`src/rtl/signed_accum_pkg.sv`:
```
// Shared types and constants for the signed_accum8 block-sum stage.
//   state_e : block FSM state (ACCUM collects samples, HOLD presents the result)
//   DATA_W  : sample / sum width
//   SAT_MAX : positive clamp value
//   SAT_MIN : negative clamp value
package signed_accum_pkg;

   localparam int unsigned DATA_W = 8;

   localparam logic signed [DATA_W-1:0] SAT_MAX = 8'sh7F;
   localparam logic signed [DATA_W-1:0] SAT_MIN = 8'sh80;

   typedef enum logic {
      ACCUM = 1'b0,
      HOLD  = 1'b1
   } state_e;

endpackage

```
`src/rtl/sat_add8.sv`:
```
// Combinational 8-bit signed adder with overflow detect and optional clamp.
//   a_i      : running accumulator operand
//   b_i      : incoming sample operand
//   sat_en_i : 1 = clamp to SAT_MAX/SAT_MIN on overflow, 0 = wrap
//   sum_o    : result (raw or clamped)
//   ovf_o    : signed overflow of the raw add
module sat_add8
   import signed_accum_pkg::*;
(
   input  logic [DATA_W-1:0] a_i,
   input  logic [DATA_W-1:0] b_i,
   input  logic              sat_en_i,
   output logic [DATA_W-1:0] sum_o,
   output logic              ovf_o
);

   logic [DATA_W-1:0] raw_sum;

   always_comb begin
      raw_sum = a_i + b_i;
      // Overflow only possible when operand signs agree and the result sign differs.
      ovf_o   = (a_i[DATA_W-1] == b_i[DATA_W-1]) && (raw_sum[DATA_W-1] != a_i[DATA_W-1]);
      sum_o   = raw_sum;
      if (sat_en_i && ovf_o) begin
         // Operand signs agree, so a_i's sign picks the clamp direction.
         sum_o = a_i[DATA_W-1] ? SAT_MIN : SAT_MAX;
      end
   end

endmodule

```
`src/rtl/signed_accum8.sv`:
```
// Block accumulator: sums N_SAMPLES signed 8-bit samples per block and holds
// the result under a valid/ready handshake until taken.
//   clk, rst_n   : clock, asynchronous active-low reset
//   clear_i      : synchronous abort, wins over accept and handoff
//   in_valid_i   : sample present      in_ready_o  : accepting (ACCUM)
//   in_data_i    : signed sample
//   out_valid_o  : result present (HOLD)  out_ready_i : result taken
//   out_sum_o    : block sum   out_ovf_o : sticky overflow   out_count_o : samples accepted
module signed_accum8
   import signed_accum_pkg::*;
#(
   parameter int unsigned N_SAMPLES = 8,
   parameter bit          SATURATE  = 1'b1
) (
   input  logic              clk,
   input  logic              rst_n,
   input  logic              clear_i,
   input  logic              in_valid_i,
   output logic              in_ready_o,
   input  logic [DATA_W-1:0] in_data_i,
   output logic              out_valid_o,
   input  logic              out_ready_i,
   output logic [DATA_W-1:0] out_sum_o,
   output logic              out_ovf_o,
   output logic [7:0]        out_count_o
);

   localparam logic [7:0] LastCount = 8'(N_SAMPLES - 1);

   state_e            state_q, state_d;
   logic [DATA_W-1:0] acc_q, acc_d;
   logic [7:0]        count_q, count_d;
   logic              ovf_q, ovf_d;

   logic [DATA_W-1:0] add_sum;
   logic              add_ovf;

   sat_add8 u_sat_add8 (
      .a_i      (acc_q),
      .b_i      (in_data_i),
      .sat_en_i (SATURATE),
      .sum_o    (add_sum),
      .ovf_o    (add_ovf)
   );

   always_comb begin
      state_d     = state_q;
      acc_d       = acc_q;
      count_d     = count_q;
      ovf_d       = ovf_q;
      // Handshake outputs depend on state only: no in_valid->in_ready or
      // out_ready->out_valid combinational path.
      in_ready_o  = (state_q == ACCUM);
      out_valid_o = (state_q == HOLD);

      if (clear_i) begin
         state_d = ACCUM;
         acc_d   = '0;
         count_d = '0;
         ovf_d   = 1'b0;
      end else begin
         unique case (state_q)
            ACCUM: begin
               if (in_valid_i) begin
                  acc_d   = add_sum;
                  ovf_d   = ovf_q | add_ovf;
                  count_d = count_q + 8'd1;
                  if (count_q == LastCount) begin
                     state_d = HOLD;
                  end
               end
            end
            HOLD: begin
               if (out_ready_i) begin
                  state_d = ACCUM;
                  acc_d   = '0;
                  count_d = '0;
                  ovf_d   = 1'b0;
               end
            end
            default: state_d = ACCUM;
         endcase
      end
   end

   always_ff @(posedge clk or negedge rst_n) begin
      if (!rst_n) begin
         state_q <= ACCUM;
         acc_q   <= '0;
         count_q <= '0;
         ovf_q   <= 1'b0;
      end else begin
         state_q <= state_d;
         acc_q   <= acc_d;
         count_q <= count_d;
         ovf_q   <= ovf_d;
      end
   end

   assign out_sum_o   = acc_q;
   assign out_ovf_o   = ovf_q;
   assign out_count_o = count_q;

endmodule
```
`config.mk`:
```
export PLATFORM = sky130hd
export DESIGN_NAME = signed_accum8
export DESIGN_NICKNAME = d
export VERILOG_FILES = /design/src/rtl/signed_accum_pkg.sv /design/src/rtl/sat_add8.sv /design/src/rtl/signed_accum8.sv
export SDC_FILE = /design/constraint.sdc
export NUM_CORES = 1
export LEC_CHECK = 0
export CAP_MARGIN = 25
export CORE_AREA = 2 2 53 55
export CTS_BUF_LIST = sky130_fd_sc_hd__clkbuf_4 sky130_fd_sc_hd__clkbuf_8
export DETAILED_ROUTE_END_ITERATION = 8
export DIE_AREA = 0 0 55 57
export PLACE_DENSITY = 0.87
export SYNTH_ARGS = -nofsm -noshare
export SYNTH_HDL_FRONTEND = slang
export SYNTH_SLANG_ARGS = --single-unit
export TNS_END_PERCENT = 1
```
`constraint.sdc`:
```
create_clock -name clk -period 2.4 [get_ports clk]
set_clock_uncertainty 0.05 [all_clocks]
set_input_delay 0.48 -clock clk [delete_from_list [all_inputs] [get_ports clk]]
set_output_delay 0.48 -clock clk [all_outputs]
set_load 0.02 [all_outputs]
```
After elaboration in Yosys (flattened, before gate mapping)

Index checks and enable logic that the tools add are counted.

Reductions and logical operators: 2
Bitwise operators: 2
Eq/ne operators: 5
Multiplexer cells: 18
Add/subtract/negate cells: 2

Operators with widths:

| kind                                           | number |
|---|---|
| two-way mux 8 bit                              | 7 |
| one-hot mux 8 bit (2 select lines)             | 2 |
| adder 8 x 1 -> 8 bit (second input constant)   | 1 |
| adder 8 bit                                    | 1 |
| == test 8 x 3 -> 1 bit (second input constant) | 1 |
| two-way mux 1 bit                              | 7 |
| inequality test 3 bit (second input constant)  | 2 |
| one-hot mux 1 bit (2 select lines)             | 2 |
| AND reduction 2 bit                            | 1 |
| == test 1 bit                                  | 1 |
| logical AND 1 bit                              | 1 |
| inequality test 1 bit                          | 1 |
| NOT 1 bit                                      | 1 |
| OR 1 bit                                       | 1 |

Flip-flop bits (word level): 18
Input port bits: 13
Output and inout bits: 19

Logic depth before layout (Yosys ltp)

Gate-level depths: netlist of the first run.

Depth after elaboration: 7
Mapped depth: 7

Modules after synthesis

A second synthesis of the first run with hierarchy kept.

Cell total of the unflattened synthesis: 163
Area total of the unflattened synthesis: 1447.6 um^2

Modules (own cells, without submodules):

| module        | area each (um^2) | seq. area each (um^2) | cells each | times used |
|---|---|---|---|---|
| signed_accum8 | 892.1            | 450.4                 | 84         | 1 |
| sat_add8      | 555.5            | 0.0                   | 79         | 1 |

Worst setup path after synthesis of the first run

No wires, ideal clock.

Kind: input port to flip-flop
From: in in_data_i[0]
To: reg acc_q[6], in the netlist out_sum_o[6]
Path buffers: 0
Arrival time: 1957 ps
Stages on the path: 7
Path slack: 277 ps
Cell sequence: ha_1 fa_1 a211oi_2 nor4_1 nor4b_2 o311a_1 nand2_1

Word-level cells in the longest chain between the ends: 7

Ends and longest elaborated chain:

| element                              | line                | text |
|---|---|---|
| start, declared                      | signed_accum8.sv:20 | `input logic [DATA_W-1:0] in_data_i,` |
| adder 8 bit *                        | sat_add8.sv:20      | `raw_sum = a_i + b_i;` |
| inequality test 1 bit                | sat_add8.sv:22      | `ovf_o = (a_i[DATA_W-1] == b_i[DATA_W-1]) && (raw_sum[DATA_W-1] != a_i[DATA_W-1]);` |
| logical AND 1 bit                    | sat_add8.sv:22      |  |
| two-way mux 8 bit *                  | sat_add8.sv:24      | `if (sat_en_i && ovf_o) begin` |
| two-way mux 8 bit *                  | signed_accum8.sv:64 | `if (in_valid_i) begin` |
| one-hot mux 8 bit (2 select lines) * | signed_accum8.sv:62 | `unique case (state_q)` |
| two-way mux 8 bit *                  | signed_accum8.sv:56 | `if (clear_i) begin` |
| end signal, assigned                 | signed_accum8.sv:89 | `acc_q <= '0;` |
| end signal, assigned                 | signed_accum8.sv:94 | `acc_q <= acc_d;` |
| end, declared                        | signed_accum8.sv:31 | `logic [DATA_W-1:0] acc_q, acc_d;` |

Mark *: on every way between the ends. The rest lies on a longest branch, timed or not. The select of a mux whose other input is x is not followed.
A chain may end at the register's enable or synchronous reset.

Final worst setup path of the first run

Ends and elaborated chain as after synthesis.

==> results of run 1 <==
==> critical path: stages <==
cell and delay [ps]:
sky130_fd_sc_hd__clkdlybuf4s50_1 400, sky130_fd_sc_hd__ha_1 230, sky130_fd_sc_hd__fa_1 400, sky130_fd_sc_hd__a211oi_2 250, sky130_fd_sc_hd__nor4_1 100, sky130_fd_sc_hd__nor4b_2 330, sky130_fd_sc_hd__o311a_1 190, sky130_fd_sc_hd__nand2_1 60
==> state kept, by name (all words and copies together) (netlist names) <==
signal	flops
out_sum_o	8
out_ovf_o	1
out_count_o	8
out_valid_o	1
==> stage by stage <==
step	TNS, ps	power (uW)	cells	hold slack [ps]
5_1_grt	0	1350	193	445
2_1_floorplan	0	836	122	134
3_5_place_dp	-764	1060	189	453
3_3_place_gp	-467	1040	189	436
4_1_cts	0	1260	193	446
6_report	0	1270	193	427
==> power groups by stage <==
stage	Clock [uW]	Combinational, uW	Sequential [uW]
final	202	667	399
after global routing	219	729	406
after CTS	198	664	398
after detailed placement	0	654	404
after global placement	0	636	402
after floorplan	0	381	455
==> cell usage in the layout (no fill, tap or decap), types with 4 or more instances in the layout <==
cell                              instances
sky130_fd_sc_hd__dfrtp_1                 18
sky130_fd_sc_hd__a22o_1                   7
sky130_fd_sc_hd__buf_4                    5
sky130_fd_sc_hd__clkdlybuf4s50_1         31
sky130_fd_sc_hd__nand3_1                  5
sky130_fd_sc_hd__nand2b_1                 5
sky130_fd_sc_hd__ha_1                     8
sky130_fd_sc_hd__xor2_1                   5
sky130_fd_sc_hd__o21ai_1                  5
sky130_fd_sc_hd__nand2_1                  9
sky130_fd_sc_hd__nor2_1                  11
sky130_fd_sc_hd__a21oi_1                  4
==> kinds of logic after synthesis <==
family                     Yosys count  synth area share [%]
and+or+nand+nor                     49                  22.3
AOI/OAI and AO/OA                   35                  22.9
DFF                                 18                  37.4
adders and majority gates            9                  9.97
xor gates and xnor gates             7                  5.09
buffers and inverters                2                 0.623
muxes                                2                  1.66
==> per-layer routing <==
layer	up-vias	wire length (microns)	GRT usage (%)	part of all wire [%]
li1	539	-	-	-
met1	533	1260	27.7	43
met2	32	1460	34.4	50
met3	9	114	3.93	3.9
met4	0	80	11.1	2.7
met5	-	0	0	0
==> layout make-up <==
| cell class | count | area, sq um | share of cell area, % |
|---|---|---|---|
| Multi-Input combinational cell | 102 | 747 | 45.9 |
| Timing Repair Buffer | 36 | 348 | 21.4 |
| Inverter | 2 | 7.51 | 0.461 |
| Clock buffer | 4 | 36.3 | 2.23 |
| Tap cell | 31 | 38.8 | 2.38 |
| Sequential cell | 18 | 450 | 27.7 |
==> worst min-delay path by stage <==
stage          slack, ps  startpoint  depth (start not counted)        endpoint
2_1_floorplan        130       rst_n                          0  out_count_o[0]
3_3_place_gp         440   out_ovf_o                          2       out_ovf_o
3_5_place_dp         450   out_ovf_o                          2       out_ovf_o
4_1_cts              450       rst_n                          2  out_count_o[2]
5_1_grt              440       rst_n                          2  out_count_o[6]
6_report             430       rst_n                          2  out_count_o[5]
==> reports/metrics.cfg, run 1 <==
[status]
run_status=completed

[logic_synthesis]
synth.largest_area_cell=sky130_fd_sc_hd__dfrtp_1
synthArstFlopShare_pct=100
synth_seq_area_share_pct=37.4
mappedNetlistNets=144
syn_avg_cell_area_sq_um=9.88
cell_area_after_synthesis_sq_mm=0.00120
synth.most_common_cell=sky130_fd_sc_hd__dfrtp_1
synth_commonest_cells=sky130_fd_sc_hd__dfrtp_1, sky130_fd_sc_hd__nor2_1, sky130_fd_sc_hd__nand2_1, sky130_fd_sc_hd__ha_1, sky130_fd_sc_hd__a22o_1
synth_top_cells_by_area=sky130_fd_sc_hd__dfrtp_1, sky130_fd_sc_hd__ha_1, sky130_fd_sc_hd__a22o_1
synth_cell_type_count=41
synth_enable_flop_cells=0
yosysTopAreaCellShare_pct=37.4
synth_top_flop_cell=sky130_fd_sc_hd__dfrtp_1
post_synthesis_cell_count=122
yosys_warnings=0
ys_ff_latch=18

[power_and_ir_drop]
netSwitchingFraction_pct=39.9
power.leakage_uw=0.000722
power_switching_uw=505
ir_worst_vdd_uv=476
power.internal_uw=763
power_share_of_the_clock_group_pct=16.0
power.share.combinational_pct=52.6
power_density_mw_per_mm2=779
pwr-share-seq_pct=31.4

[setup_path]
timing.reg2reg.setup_slack_ps=280
reg2reg_to=out_sum_o[6]
critPathMaxFanout=3
critPathRequiredTime_ps=2570
worst_r2r_startpoint=out_sum_o[0]
cp-endpoint=out_sum_o[6]
ff2ff_path_depth=7
critical_path_arrival_ps=2450
crit_path_end_kind=register
worstSetupStartpointType=input port
path_class=in -> reg
critical_path.startpoint=in_data_i[0]

[clock_network]
cts_tree=done
post_cts_resized=0
clock_path_buffers=2
clock_sinks=18
clkTransAtPathRegs_ps=110
cts-htree-levels=1
post_cts.repair.setup_buffers=0
postCtsHoldBufs=0
later_pin_clock_latency_in_the_skew_report_ps=320
ctsRootBufferMaster=sky130_fd_sc_hd__clkbuf_4
numCtsBuffers=3

[route]
wl_microns=2910
detail_route.iter0.violations=14
antenna_left=0
via_count=1113
wire_per_inst_microns=15.1
detailedRoute.firstPassIterationCount=4
route.detailed.drc=0
drt-vias-per-instance=5.77

[global_routing]
antenna_violations_before_repair=0
grt.overflow.total=0
globalRouteTotalUtil_pct=21.7
first_global_vias=1132
grt_max_degree=19
wire_length_of_the_first_global_routing_pass_microns=4990

[place]
place_area_sq_mm=0.00159
pre_cts_slack_ps=-211
hpwl_microns=2110
gp_routability_congestion=0.894
place.port_buffers=31

[sta]
timing.final.hold_violations=0
finalWorstSetupSlack_ps=116
worstMarginPinSlew_ps=505
timing.final.max_slew_violations=0
min_period_over_period_pct=95.2
period_needed_ps=2280
slew-limit-headroom_pct=66.4
maximum_clock_frequency_mhz=438
finalSetupViolCount=0
setup_repair_after_global_routing_missed_its_margin=no

[floorplan]
boundaryPins=32
core_area_sq_mm=0.00262
floorplan.rows=19
initial_utilization_pct=46.1
die_area_sq_mm=0.00314
chipWidth_microns=55
vertical_extent_of_the_die_microns=57

[final_layout]
drive_above_1_share_pct=14.2
num_antenna_cells=0
design.final.nets=185
fillerInstances=219
final_instance_area_sq_mm=0.00163
syn_to_final_growth_pct=35.1
layout.core_utilization_pct=62.2

[run]
timing.max_cap.violations=0

[min_path]
timing.hold.worst.class=in -> async

Power figures use the tool's default switching activity.
==> run 2: changes to the inputs <==
- clock period: 2.4 -> 2.6 ns (I/O delays scaled with it)
==> run 2 against run 1 <==
Effect of this change: design area fell by 0.92%; largest cell class unchanged; critical path type unchanged; sequential share of layout area rose by 0.26 points; sequential power fell by 7.5%; combinational power fell by 9.4%; register-to-register slack improved by 180 ps.
==> reports/metrics.cfg, run 2 (same netlist as run 1, synthesis figures left out) <==
[min_path]
timing.hold.worst.class=reg -> reg

[setup_path]
timing.reg2reg.setup_slack_ps=460  ; +180 ps
worstSetupStartpointType=input port
crit_path_end_kind=register
path_class=in -> reg
critPathRequiredTime_ps=2760  ; +190 ps
critical_path_arrival_ps=2510  ; +60 ps
critPathMaxFanout=3  ; unchanged

[floorplan]
die_area_sq_mm=0.00314  ; unchanged
vertical_extent_of_the_die_microns=57  ; unchanged
chipWidth_microns=55  ; unchanged
boundaryPins=32  ; unchanged
initial_utilization_pct=46.1  ; unchanged
core_area_sq_mm=0.00262  ; unchanged
floorplan.rows=19  ; unchanged

[power_and_ir_drop]
power_density_mw_per_mm2=716  ; -8.1%
ir_worst_vdd_uv=458  ; -3.9%
finalPower_uw=1150  ; -9.0%
power.leakage_uw=0.000712  ; -1.4%

[clock_network]
post_cts.repair.setup_buffers=0  ; unchanged
numCtsBuffers=3  ; unchanged
later_pin_clock_latency_in_the_skew_report_ps=300  ; -20 ps
clock_path_buffers=2  ; unchanged
clock_sinks=18  ; unchanged
postCtsHoldBufs=0  ; unchanged
cts-htree-levels=1  ; unchanged
cts_tree=done
ctsRootBufferMaster=sky130_fd_sc_hd__clkbuf_4
post_cts_resized=0  ; unchanged
clkTransAtPathRegs_ps=120  ; about the same

[place]
place_area_sq_mm=0.00158  ; -0.94%
dpl.cell_count=187  ; -1.1%
place.port_buffers=31  ; unchanged
hpwl_microns=2280  ; +8.0%
gp_routability_congestion=0.894  ; unchanged

[route]
drt-vias-per-instance=5.97  ; +3.5%
detail_route.iter0.violations=21  ; +7
antenna_left=0  ; unchanged
detailedRoute.firstPassIterationCount=4  ; unchanged
wire_per_inst_microns=15.7  ; +4.2%
via_count=1140  ; +2.4%
wl_microns=3000  ; +3.1%
route.detailed.drc=0  ; unchanged

[sta]
min_period_over_period_pct=90.5
final.setup.tns_ps=0  ; unchanged
timing.final.hold_violations=0  ; unchanged
setup_repair_after_global_routing_missed_its_margin=no
timing.final.max_slew_violations=0  ; unchanged
period_needed_ps=2350
maximum_clock_frequency_mhz=425
worstMarginPinSlew_ps=472  ; -32.5 ps
finalSetupViolCount=0  ; unchanged
slew-limit-headroom_pct=68.5  ; +2.2 points

[final_layout]
fillerInstances=215  ; -1.8%
finish.cell_count_without_fillers=191  ; -1.0%
final_instance_area_sq_mm=0.00161  ; -0.92%
mostFrequentLayoutCell=sky130_fd_sc_hd__clkdlybuf4s50_1
drive_above_1_share_pct=13.1  ; -1.1 points
mostFrequentLayoutCells=sky130_fd_sc_hd__clkdlybuf4s50_1, sky130_fd_sc_hd__dfrtp_1, sky130_fd_sc_hd__nor2_1
design.final.nets=183  ; -1.1%
area.sequential_sq_um=450  ; unchanged
multi_input_area_sq_um=747  ; unchanged
num_antenna_cells=0  ; unchanged
syn_to_final_growth_pct=33.9

[global_routing]
grt_max_degree=19  ; unchanged
grt.overflow.total=0  ; unchanged
wire_length_of_the_first_global_routing_pass_microns=5330  ; +6.9%
antenna_violations_before_repair=0  ; unchanged
globalRouteTotalUtil_pct=22.8  ; +1.1 points
first_global_vias=1202  ; +6.2%

[status]
run_status=completed

[run]
timing.max_cap.violations=0  ; unchanged

## run 2: cell types whose count changed in the layout (fill, tap and decap cells not counted)
cell / change
sky130_fd_sc_hd__buf_4: -2
## run 2: area by class of cell
class,instances,share of cell area [%]
multi-input cells,102,46.3
flip-flops and latches,18,27.9
repair buffers,34,20.6
well taps,31,2.40
clock buffers,4,2.25
inverters,2,0.465
## run 2: worst max-delay path, stage by stage
cell and delay (ps):
sky130_fd_sc_hd__clkdlybuf4s50_1 400, sky130_fd_sc_hd__ha_1 220, sky130_fd_sc_hd__fa_1 400, sky130_fd_sc_hd__a211oi_2 270, sky130_fd_sc_hd__nor4_1 100, sky130_fd_sc_hd__nor4b_2 340
sky130_fd_sc_hd__o311a_1 200, sky130_fd_sc_hd__nand2_1 60
## run 2: where the power goes
group          switching, uW  internal (uW)  total [uW]
combinational            318            286         604
clock                   95.8           85.4         181
sequential              45.1            324         369
total                    459            695        1150
## run 2: final timing paths
check,from,endpoint,depth (start not counted)
max,in_data_i[0],out_sum_o[6],8
min reg2reg,out_ovf_o,out_ovf_o,2
max reg2reg,out_sum_o[0],out_sum_o[6],7
max in group asynchronous,rst_n,out_ovf_o,2
min,out_ovf_o,out_ovf_o,2
min in group asynchronous,rst_n,out_sum_o[0],2
## run 2: layer usage
layer / GRT usage (%) / vias to the layer above / routed length, microns
li1: - / 533 / -
met1: 29.6 / 572 / 1260
met2: 37.6 / 33 / 1630
met3: 3.14 / 2 / 90
met4: 9.06 / 0 / 19
met5: 0 / - / 0
## run 2: through the flow
| step | setup WS, ps | hold WS [ps] | util, % |
|---|---|---|---|
| finish | 248 | 472 | 61.7 |
| global route | 129 | 517 | 61.7 |
| CTS | 228 | 486 | 61.7 |
| detailed placement | -99.3 | 458 | 60.3 |
| global placement | 0.975 | 436 | 60.3 |
| floorplan | 437 | 174 | - |
==> RTL edit 1 (flow settings as in run 1) <==
`DATA_W`: 8 -> 9.
--- a/src/rtl/signed_accum_pkg.sv
+++ b/src/rtl/signed_accum_pkg.sv
@@ -6,5 +6,5 @@
 package signed_accum_pkg;
 
-   localparam int unsigned DATA_W = 8;
+   localparam int unsigned DATA_W = 9;
 
    localparam logic signed [DATA_W-1:0] SAT_MAX = 8'sh7F;
Interface: changed (resized in_data_i and out_sum_o); port bits go from 32 to 34. No check against the original RTL was run, so the function may have changed too.
==> RTL edit 1 against run 1 <==
Synthesized cell count up 12%; critical path depth unchanged; first-iteration DRC count up 79%; design area up 11%; sequential cell count up 1; total power down 1.6%; die area unchanged; worst setup slack worse by 0.069 ns; routed wire length up 12%; area after synthesis up 7.2%; largest cell class unchanged; largest power group unchanged; highest routed layer unchanged.
==> RTL edit 1: results (changes against run 1) <==
- Iter 0 DRT Violations: 25 (+11)
- Sequential area share after synthesis: 0.368 (-0.00561)
- Worst-path fanout max: 7 (+4)
- Switching pwr: 0.000474 W (-6.1%)
- XOR/XNOR share of the synthesized area: 0.0475 (-0.00340)
- Adder-cell share of the synthesized area: 0.103 (+0.00302)
- WP data arrival: 2.49 ns (+0.04 ns)
- Post-synth top cells: 19 x dfrtp_1, 10 x nand2_1, 10 x nor2_1, 9 x a21oi_1, 9 x ha_1
- Max VDD drop: 0.000466 V (-2.1%)
- Pre-CTS setup slack: -0.365 ns (-0.154 ns)
- WL met3: 138 µm (+21%)
- Met1 WL: 1270 µm (+0.48%)
- Static Leak: 0.788 nW (+9.1%)
- Detailed Route WL: 3260 µm (+12%)
- Fmax: 425 MHz (-2.9%)
- Outcome: finished, final reports clean
- Fraction of layout cells with a size suffix above 1: 0.185 (+0.0428)
- CP top delay family: simple AND/OR/NAND/NOR gates
- Synth Instances: 137 (+12%)
- Met2 Use GR: 0.401 (+0.0578)
- First-pass GRT wire length: 5310 µm (+6.4%)
- Vias per Instance: 5.93 (+2.8%)
- Combinational power: 0.000675 W (+1%)
- P_seq: 0.000414 W (+4%)
- Number of global-route vias before repair: 1,272 (+12%)
- Met2 WL: 1810 µm (+24%)
- GP Congestion: 0.812 (-9.2%)
- R2r setup slk: 0.24 ns (-0.04 ns)
- Dpl hpwl: 2530 µm (+20%)
- Met1 Use GR: 0.265 (-0.0126)
- Setup crit end: out_sum_o[5]
- Synth Area in Compound Gates: 0.225 (-0.00468)
- Placed cell area: 0.00174 mm² (+9.3%)
- Synthesized net count: 161 (+12%)
==> RTL edit 1: cell types whose count changed after synthesis, sizes merged, moves of 2 or more <==
cell	run 1	this run
nor2	13	10
and2b	2	0
a21oi	7	9
buf	0	5
and3	1	3
nand4	3	5
a221o	0	7
a22o	7	2
inv	2	5
nand2b	5	0
or3	0	5
nor3	3	5
==> RTL edit 1: repair_timing <==
action	in CTS	in global routing
resized for setup	2	7
pin swaps	0	1
gates cloned	0	0
setup endpoints to repair	8	8
==> RTL edit 1: cells by family (layout without fill, tap and decap cells) <==
kind of cell               after synthesis  count (layout)
AOI/OAI and AO/OA                       40              40
and+or+nand+nor                         48              48
xor gates and xnor gates                 7               7
adders and majority gates               10              10
DFF                                     19              19
muxes                                    2               2
buffers and inverters                   11              58
==> RTL edit 1: layout make-up <==
cell class	instances	area, µm²
clock buffers	3	22.5
clock inverters	1	5.00
inverters	5	18.8
well taps	31	38.8
multi-input cells	107	795
repair buffers	49	450
flip-flops and latches	19	475
fillers	217	810
==> RTL edit 2 (config.mk and constraints of run 1) <==
Without the edit above. One comparison of `count_q` changes from == to >=.
--- a/src/rtl/signed_accum8.sv
+++ b/src/rtl/signed_accum8.sv
@@ -66,5 +66,5 @@
                   ovf_d   = ovf_q | add_ovf;
                   count_d = count_q + 8'd1;
-                  if (count_q == LastCount) begin
+                  if (count_q >= LastCount) begin
                      state_d = HOLD;
                   end
Behaviour: no difference found for any inputs over 10 cycles, from zero or initial values and one cycle with rst_n low; that may be too few to reach the edited logic, so the function may still have changed.
==> RTL edit 2 against run 1 <==
Sequential cell count did not move; sequential share of layout area fell by 0.98 points; routed wire length rose by 4.3%; worst setup slack improved by 0.063 ns; non-clock buffer count rose by 10; design area rose by 3.7%; area after synthesis fell by 1.2%; total power fell by 28%; via count rose by 1.6%; highest routed layer unchanged.
==> RTL edit 2: results (changes against run 1) <==
- Outcome: finished, final reports clean
- XOR/XNOR share of the synthesized area: 0.0589 (+0.00800)
- WP data arrival: 2.36 ns (-0.09 ns)
- R2r setup slk: 0.39 ns (+0.11 ns)
- GP Congestion: 0.894 (about the same)
- Post-CTS sizing: 0 (unchanged)
- Clk Latency, worst-skew pair: 0.30 ns (-0.02 ns)
- Post-synth top cells: 18 x dfrtp_1, 12 x nor2_1, 8 x a21oi_1, 8 x ha_1, 7 x nand2_1
- Post-Route Utilization: 0.645 (+0.0230)
- Worst R2R End: out_sum_o[2]
- Largest net degree at the start of global routing: 19 (unchanged)
- Iter 0 DRT Violations: 9 (-5)
- Most common flop cell mapped by yosys: dfrtp_1
- CTS Buf Count: 3 (unchanged)
- Fraction of layout cells with a size suffix above 1: 0.165 (+0.0227)
- Synthesized net count: 142 (-1.4%)
- Ranking of synthesized cells by area: dfrtp_1 38%, ha_1 8.4%, xor2_1 4.4%
- Static Leak: 0.776 nW (+7.5%)
- CP top delay family: compound AO/OA/AOI/OAI gates
- Tightest Pin Transition: 0.456 ns (-0.0491 ns)
- Max VDD drop: 0.000440 V (-7.7%)
- Pre-CTS setup slack: -0.139 ns (+0.0723 ns)
- M3 GR Usage: 0.0262 (-0.0131)
- Cell variety after synth: 40 (-2.4%)
- Post-synthesis mux area share: 0.00946 (-0.00715)
- Synth Area in Compound Gates: 0.272 (+0.0429)
- Nets: 193 (+4.3%)
- Placed cell area: 0.00165 mm² (+3.8%)
- Met1 Use GR: 0.252 (-0.0258)
- Dpl hpwl: 2400 µm (+14%)
- Port bufs: 31 (unchanged)
- Number of global-route vias before repair: 1,166 (+3.0%)
- Average wire per standard cell: 15.1 µm (+0.17%)
- Adder-cell share of the synthesized area: 0.101 (+0.00126)
- Sequential area share after synthesis: 0.379 (+0.00472)
- Worst-path fanout max: 6 (+3)
- Setup slack after layout: 0.179 ns (+0.0630 ns)
- GRT Resource Usage Total: 0.218 (+0.000870)
- Routed vias: 1,131 (+1.6%)
- Worst reg2reg path depth: 6 (-1)
- Met2 Use GR: 0.405 (+0.0612)
- First-pass GRT wire length: 5040 µm (+1.1%)
- FILL cells: 228 (+4.1%)
- Crit Reg-Reg Startpoint: out_sum_o[6]
- Switching pwr: 0.000316 W (-37%)
## RTL edit 2: area by class of cell
class | instances | share of cell area
multi-input combinational | 98 | 0.429
sequential | 18 | 0.267
timing repair buffer | 46 | 0.251
tap | 31 | 0.0230
clock buffer | 4 | 0.0215
inverter | 4 | 0.00890
## RTL edit 2: metal layers
layer  vias to the layer above  routed length, µm  share of wire
li1                        546                  -              -
met1                       541               1280           0.42
met2                        42               1590           0.52
met3                         2                146          0.048
met4                         0                 15         0.0049
met5                         -                  0              0
## RTL edit 2: worst reg2reg max path, stage by stage (launching register included)
cell and delay [ns]:
dfrtp_1 0.44, ha_1 0.34, a21oi_1 0.24, o31ai_4 0.16, o31ai_4 0.42, a21oi_1 0.10
a21o_1 0.17
## RTL edit 2: cells by family (layout without fill, tap and decap cells)
| kind of cell | after synthesis | after routing |
|---|---|---|
| multiplexers | 1 | 1 |
| adder cells (fa/ha/maj) | 9 | 9 |
| AND/OR/NAND/NOR | 39 | 39 |
| XOR/XNOR | 8 | 8 |
| AO/OA/AOI/OAI | 41 | 41 |
| buffers and inverters | 4 | 54 |
| flip-flops | 18 | 18 |
## RTL edit 2: power groups by stage
stage / Combinational, W / Clock, W / Sequential (W)
6_report: 0.000375 / 0.000193 / 0.000348
3_5_place_dp: 0.000373 / 0 / 0.000354
2_1_floorplan: 0.000187 / 0 / 0.000377
5_1_grt: 0.000409 / 0.000213 / 0.000352
4_1_cts: 0.000375 / 0.000195 / 0.000348
3_3_place_gp: 0.000357 / 0 / 0.000353
## RTL edit 2: worst max path at each step
stage          cells past startpoint    startpoint           end
2_1_floorplan                      7  in_data_i[0]  out_sum_o[4]
3_3_place_gp                       7  in_data_i[1]  out_sum_o[2]
3_5_place_dp                       8  in_data_i[0]  out_sum_o[5]
4_1_cts                            8  in_data_i[0]  out_sum_o[5]
5_1_grt                            8  in_data_i[0]  out_sum_o[4]
6_report                           8  in_data_i[0]  out_sum_o[2]
## RTL edit 2: stage by stage
stage / hold slack [ns] / instances
2_1_floorplan: 0.134 / 120
3_3_place_gp: 0.445 / 197
3_5_place_dp: 0.450 / 197
4_1_cts: 0.475 / 201
5_1_grt: 0.494 / 201
6_report: 0.463 / 201
